## src/rtl/agc_level_detector_pkg.sv

```systemverilog
// Shared definitions for the AGC level detector: FSM state encoding and
// the gain-array width that bounds the number of search steps.
package agc_level_detector_pkg;

  localparam int AGC_GAIN_W = 6;

  typedef enum logic [2:0] {
    ST_IDLE    = 3'd0,
    ST_SETTLE  = 3'd1,
    ST_MEASURE = 3'd2,
    ST_DECIDE  = 3'd3,
    ST_ISSUE   = 3'd4,
    ST_LOCKED  = 3'd5
  } state_t;

  function automatic logic is_busy(input state_t s);
    return (s == ST_SETTLE) || (s == ST_MEASURE) || (s == ST_DECIDE) || (s == ST_ISSUE);
  endfunction

endpackage

```

## src/rtl/agc_level_detector_if.sv

```systemverilog
// Sample/command bundle between the AGC level detector and its system side.
interface agc_level_detector_if #(parameter int DATA_W = 8);

  logic                     start;
  logic                     sample_valid;
  logic signed [DATA_W-1:0] sample;
  logic                     search_done;
  logic                     adjust;
  logic                     up_dn;
  logic                     busy;
  logic                     locked;
  logic        [DATA_W-2:0] peak;

  modport master (
    output start, sample_valid, sample, search_done,
    input  adjust, up_dn, busy, locked, peak
  );

  modport slave (
    input  start, sample_valid, sample, search_done,
    output adjust, up_dn, busy, locked, peak
  );

endinterface

```

## src/rtl/agc_level_detector_peak_abs.sv

```systemverilog
// Saturating magnitude of a signed sample feeding a clearable peak-hold register.
module agc_level_detector_peak_abs #(
  parameter int DATA_W = 8
) (
  input  logic                     clk,
  input  logic                     rst_n,
  input  logic                     clr,
  input  logic                     en,
  input  logic signed [DATA_W-1:0] sample,
  output logic        [DATA_W-2:0] hold
);

  localparam int MAG_W = DATA_W - 1;

  // The most negative code has no positive twin; clamp it to full scale.
  function automatic logic [MAG_W-1:0] sat_abs(input logic signed [DATA_W-1:0] x);
    logic signed [DATA_W-1:0] neg;
    neg = -x;
    if (x == {1'b1, {MAG_W{1'b0}}}) return {MAG_W{1'b1}};
    else if (x[DATA_W-1])            return neg[MAG_W-1:0];
    else                             return x[MAG_W-1:0];
  endfunction

  logic [MAG_W-1:0] mag;

  assign mag = sat_abs(sample);

  always_ff @(posedge clk or negedge rst_n) begin
    if (!rst_n) begin
      hold <= '0;
    end else if (clr) begin
      hold <= '0;
    end else if (en && (mag > hold)) begin
      hold <= mag;
    end
  end

endmodule

```

## src/rtl/agc_level_detector.sv

```systemverilog
// Command side of the AGC binary search: measures windowed peak magnitude,
// compares it with TARGET and issues one up/down adjust pulse per decision.
module agc_level_detector
  import agc_level_detector_pkg::*;
#(
  parameter int DATA_W     = 8,
  parameter int WIN_LEN    = 64,
  parameter int SETTLE_CYC = 16,
  parameter int TARGET     = 64,
  parameter int MAX_STEPS  = AGC_GAIN_W
) (
  input  logic                 clk,
  input  logic                 RESETn,
  agc_level_detector_if.slave  bus
);

  localparam int MAG_W  = DATA_W - 1;
  localparam int SET_W  = $clog2(SETTLE_CYC + 1);
  localparam int WIN_W  = $clog2(WIN_LEN + 1);
  localparam int STEP_W = $clog2(MAX_STEPS + 1);

  state_t              state, state_nxt;
  logic [SET_W-1:0]    settle_cnt, settle_nxt;
  logic [WIN_W-1:0]    win_cnt, win_nxt;
  logic [STEP_W-1:0]   step_cnt, step_nxt;
  logic                adjust_q, adjust_nxt;
  logic                up_dn_q, up_dn_nxt;
  logic [MAG_W-1:0]    peak_q, peak_nxt;
  logic                hold_clr, hold_en;
  logic [MAG_W-1:0]    hold;

  agc_level_detector_peak_abs #(.DATA_W(DATA_W)) u_peak (
    .clk    (clk),
    .rst_n  (RESETn),
    .clr    (hold_clr),
    .en     (hold_en),
    .sample (bus.sample),
    .hold   (hold)
  );

  always_comb begin
    state_nxt  = state;
    settle_nxt = settle_cnt;
    win_nxt    = win_cnt;
    step_nxt   = step_cnt;
    adjust_nxt = 1'b0;
    up_dn_nxt  = up_dn_q;
    peak_nxt   = peak_q;
    hold_clr   = 1'b0;
    hold_en    = 1'b0;
    unique case (state)
      ST_IDLE, ST_LOCKED: begin
        if (bus.start) begin
          state_nxt  = ST_SETTLE;
          step_nxt   = '0;
          settle_nxt = '0;
        end
      end
      ST_SETTLE: begin
        // Lock check runs every settling cycle; done lands one cycle after adjust.
        if (bus.search_done || (step_cnt == STEP_W'(MAX_STEPS))) begin
          state_nxt = ST_LOCKED;
        end else if (settle_cnt == SET_W'(SETTLE_CYC - 1)) begin
          state_nxt = ST_MEASURE;
          win_nxt   = '0;
          hold_clr  = 1'b1;
        end else begin
          settle_nxt = settle_cnt + 1'b1;
        end
      end
      ST_MEASURE: begin
        if (bus.sample_valid) begin
          hold_en = 1'b1;
          win_nxt = win_cnt + 1'b1;
          if (win_cnt == WIN_W'(WIN_LEN - 1)) state_nxt = ST_DECIDE;
        end
      end
      ST_DECIDE: begin
        peak_nxt   = hold;
        up_dn_nxt  = (hold < MAG_W'(TARGET));
        adjust_nxt = 1'b1;
        state_nxt  = ST_ISSUE;
      end
      ST_ISSUE: begin
        if (step_cnt != STEP_W'(MAX_STEPS)) step_nxt = step_cnt + 1'b1;
        settle_nxt = '0;
        state_nxt  = ST_SETTLE;
      end
      default: state_nxt = ST_IDLE;
    endcase
  end

  always_ff @(posedge clk or negedge RESETn) begin
    if (!RESETn) begin
      state      <= ST_IDLE;
      settle_cnt <= '0;
      win_cnt    <= '0;
      step_cnt   <= '0;
      adjust_q   <= 1'b0;
      up_dn_q    <= 1'b0;
      peak_q     <= '0;
    end else begin
      state      <= state_nxt;
      settle_cnt <= settle_nxt;
      win_cnt    <= win_nxt;
      step_cnt   <= step_nxt;
      adjust_q   <= adjust_nxt;
      up_dn_q    <= up_dn_nxt;
      peak_q     <= peak_nxt;
    end
  end

  assign bus.adjust = adjust_q;
  assign bus.up_dn  = up_dn_q;
  assign bus.peak   = peak_q;
  assign bus.busy   = is_busy(state);
  assign bus.locked = (state == ST_LOCKED);

endmodule

```

## src/flat_wrapper.sv

```systemverilog
// flat-port wrapper written by rule: the top's interface ports become plain ports
module agc_level_detector_flat import agc_level_detector_pkg::*;
#(
  parameter int DATA_W     = 8,
  parameter int WIN_LEN    = 64,
  parameter int SETTLE_CYC = 16,
  parameter int TARGET     = 64,
  parameter int MAX_STEPS  = AGC_GAIN_W
)
  (clk, RESETn, bus_start, bus_sample_valid, bus_sample, bus_search_done, bus_adjust, bus_up_dn, bus_busy, bus_locked, bus_peak);
  agc_level_detector_if #(.DATA_W(DATA_W)) bus_i ();
  input  logic clk;
  input  logic RESETn;
  input wire logic [$bits(bus_i.start)-1:0] bus_start;
  input wire logic [$bits(bus_i.sample_valid)-1:0] bus_sample_valid;
  input wire logic [$bits(bus_i.sample)-1:0] bus_sample;
  input wire logic [$bits(bus_i.search_done)-1:0] bus_search_done;
  output wire logic [$bits(bus_i.adjust)-1:0] bus_adjust;
  output wire logic [$bits(bus_i.up_dn)-1:0] bus_up_dn;
  output wire logic [$bits(bus_i.busy)-1:0] bus_busy;
  output wire logic [$bits(bus_i.locked)-1:0] bus_locked;
  output wire logic [$bits(bus_i.peak)-1:0] bus_peak;
  assign bus_i.start = bus_start;
  assign bus_i.sample_valid = bus_sample_valid;
  assign bus_i.sample = bus_sample;
  assign bus_i.search_done = bus_search_done;
  assign bus_adjust = bus_i.adjust;
  assign bus_up_dn = bus_i.up_dn;
  assign bus_busy = bus_i.busy;
  assign bus_locked = bus_i.locked;
  assign bus_peak = bus_i.peak;
  agc_level_detector #(.DATA_W(DATA_W), .WIN_LEN(WIN_LEN), .SETTLE_CYC(SETTLE_CYC), .TARGET(TARGET), .MAX_STEPS(MAX_STEPS)) u_core (.clk(clk), .RESETn(RESETn), .bus(bus_i));
endmodule
```

## config.mk

```make
export PLATFORM = sky130hd
export DESIGN_NAME = agc_level_detector_flat
export DESIGN_NICKNAME = d
export VERILOG_FILES = /design/src/rtl/agc_level_detector_pkg.sv /design/src/rtl/agc_level_detector_if.sv /design/src/rtl/agc_level_detector_peak_abs.sv /design/src/rtl/agc_level_detector.sv /design/src/flat_wrapper.sv
export SDC_FILE = /design/constraint.sdc
export NUM_CORES = 1
export LEC_CHECK = 0
export ABC_AREA = 1
export CAP_MARGIN = 20
export CORE_MARGIN = 2
export CORE_UTILIZATION = 60
export DETAILED_ROUTE_END_ITERATION = 10
export PLACE_DENSITY = 0.9
export SETUP_SLACK_MARGIN = 0.4
export SLEW_MARGIN = 10
export SYNTH_ARGS = -nofsm -noshare
export SYNTH_HDL_FRONTEND = slang
export SYNTH_SLANG_ARGS = --single-unit
```

## constraint.sdc

```tcl
create_clock -name clk -period 2.5 [get_ports clk]
set_clock_uncertainty 0.1 [all_clocks]
set_input_delay 0.625 -clock clk [delete_from_list [all_inputs] [get_ports clk]]
set_output_delay 0.625 -clock clk [all_outputs]
set_load 0.02 [all_outputs]
```

==> impl_metrics.yaml <==
routing:
  met3WireLength_um: 562
  wl_met1_um: 2580
  drt-vias-per-instance: 6.05
  first_iter_violations: 313
  num_vias: 2343
  drt_pass1_iterations: 5
  wl_met2_um: 3550
  antenna_left: 0
  drcViolationCount: 0
  top_layer_used: "met4"
  post_drt_wl_per_cell_um: 18.1
  wirelength_um: 7000
clock_network:
  cts_buffers: 5
  cts_tree: "built"
  h-tree-depth: 2
  insertion_delay_ns: 0.35
  cts.sinks: 34
  clkTransAtPathRegs_ns: 0.11
  cts-root-buf: "clkbuf_4"
  clk_path_buf_depth: 2
logic_synthesis:
  synthMostInstantiatedCell: "nand2_1"
  synth.largest_area_cell: "dfrtp_1"
  synth.top_cell.area_share_pct: 40.5
  yosys-top-cells-area: "dfrtp_1, nand2_1, ha_1"
  synth_nets: 310
  synth_edf_count: 0
  synthCells: 284
  synth_common_cells: "nand2_1, inv_1, dfrtp_1"
  synth.distinct_cells: 26
  synth_area_mm2: 0.00210
  ys.flop_type: "dfrtp_1"
  ys_seq_area_share_pct: 40.5
  synthArstFlopShare_pct: 100
  yosys_warnings: 0
  synth-seq-cells: 34
  avgSynthCellArea_um2: 7.39
floorplanning:
  fp.dieH_um: 63.1
  initial_utilization_pct: 62.9
  dieWidth_um: 63.1
  coreArea_mm2: 0.00334
  io_pins: 24
  num_rows: 21
  dieArea_mm2: 0.00399
timing:
  hold_viol: 0
  drv_slew: 0
  fin_crit_ns: 2.30
  max_freq_ghz: 0.435
  tightest_slew_ns: 0.432
  relSlewSlack_pct: 71.2
  setup_viol: 0
  rsz0062_at_grt: "true"
  fin_crit_sh_pct: 91.9
setup_path:
  arrival_ns: 2.49
  cpPeakStageDelay_ns: 0.23
  cpMaxStageDelayCell: "ha_4"
  startpoint_type: "primary input"
  cp_cell_sequence: "buf_8 > inv_4 > ha_4 > nand4_1 > buf_4 > nand2_1 > ha_4 > a21oi_1 > nand2_1 > nand2_2 > nand2_2 > nand2_4 > nand3_1 > nand2_1"
  ff2ff_setup_slack_ns: 0.54
  worst-setup-path-type: "primary input to flip-flop"
  endpoint_kind: "flip-flop"
  path_max_fanout: 7
  cp_common_cell: "nand2_1"
  required_ns: 2.69
global_route:
  grt-ovfl-total: 0
  grt_pass1_vias: 2124
  grt_usage_pct: 30.6
  grt_pass1_wl_um: 9400
  antenna_found_initial: 0
  grt_start_max_net_pins: 35
final_layout:
  layout.cells.non_filler: 387
  fin_area_mm2: 0.00287
  nets: 366
  diodes: 0
  area_growth_syn_to_layout_pct: 37.0
  drive_above_1_share_pct: 30.2
place:
  dpl_cell_area_mm2: 0.00249
  portBuffers: 23
  hpwl_um: 3390
  gp_congestion: 0.808
  dp.cells: 365
pwr:
  power_density_mw_per_mm2: 552
  ir_drop_v: 0.000347
  power.leakage_nw: 1.43
status:
  status: "finished, final reports clean"
job:
  max_cap_viol_count: 0
worst_hold_path:
  hold_path_class: "flip-flop to flip-flop"
-- report_power, final --
part	internal (mW)	leakage [nW]	total, mW	switching [mW]
sequential	0.593	0.467	0.651	0.0579
clock	0.135	0.0343	0.345	0.210
combinational	0.228	0.929	0.592	0.364
total	0.956	1.43	1.59	0.632
-- timing repair --
item / CTS / global route
endpoints found under the setup margin: 9 / 17
setup buffers: 9 / 5
pin swaps: 25 / 21
gates resized for setup: 58 / 36
hold buffers: 0 / 0
-- sequential cells by signal, indices dropped and copies added (netlist names) --
| name | cells |
|---|---|
| u_core.step_cnt | 3 |
| u_core.bus.peak | 7 |
| u_core.settle_cnt | 5 |
| u_core.bus.up_dn | 1 |
| u_core.u_peak.hold | 7 |
| u_core.win_cnt | 7 |
| u_core.state | 3 |
| u_core.bus.adjust | 1 |
-- through the flow --
stage          TNS (ns)  total power [mW]  hold slack, ns  worst slack, ns  util, %
2_1_floorplan         0             0.936           0.229            0.316        -
3_3_place_gp      -2.78              1.08           0.355           -0.399     74.7
3_5_place_dp      -2.99              1.10           0.363           -0.441     74.7
4_1_cts               0              1.45           0.393            0.401     82.1
5_1_grt               0              1.66           0.426           0.0845     86.1
6_report              0              1.59           0.394            0.202     86.1
-- per-layer routing --
metal / GRT usage, % / up-vias
li1: - / 1020
met1: 34.8 / 1118
met2: 54.4 / 171
met3: 5.71 / 34
met4: 15.8 / 0
met5: 0 / -
-- cell usage in the layout (no fill, tap or decap), types with 4 or more instances in the layout --
master	netlist	final
ha_4	0	5
nand3_1	28	22
nand2_2	1	11
buf_4	1	27
nand3_4	0	5
nand3b_1	4	4
inv_1	35	29
inv_2	2	5
buf_6	0	4
clkbuf_2	0	5
nand4_1	5	5
clkdlybuf4s50_1	0	12
dfrtp_1	34	32
o21ai_0	13	12
nand2_1	96	84
o21ai_2	6	7
nor2_1	22	16
clkbuf_4	0	5
ha_1	13	8
nand3_2	3	4
-- layout make-up --
class / instances / area [um^2]
multi-input combinational: 210 / 1320
sequential: 34 / 853
fill: 169 / 463
timing repair buffer: 52 / 430
inverter: 37 / 146
tap: 46 / 57.6
clock buffer: 6 / 51.3
clock inverter: 2 / 12.5
-- logic make-up (layout without fill, tap and decap cells) --
kind of cell	count (synthesis)	in the layout	synth area share (%)
compound gates	27	27	8.05
xor+xnor	4	4	1.67
fa+ha+maj	13	13	7.75
buf+inv	40	97	7.39
flops	34	34	40.5
simple gates	166	166	34.6
-- worst paths after layout --
check / startpoint / endpoint / cells past startpoint
hold reg to reg: u_core.settle_cnt[4] / u_core.settle_cnt[4] / 2
max in group asynchronous: RESETn / u_core.state[0] / 2
setup reg to reg: u_core.settle_cnt[0] / u_core.win_cnt[0] / 9
setup / recovery: bus_sample[1] / u_core.u_peak.hold[4] / 14
min in group asynchronous: RESETn / u_core.bus.peak[5] / 2
hold / removal: u_core.settle_cnt[4] / u_core.settle_cnt[4] / 2
-- critical path, delay by kind of cell --
kind / cells / cell delay (ns)
simple gates: 8 / 0.99
fa+ha+maj: 2 / 0.38
buf+inv: 3 / 0.35
compound gates: 1 / 0.11
Power figures use the tool's default switching activity.
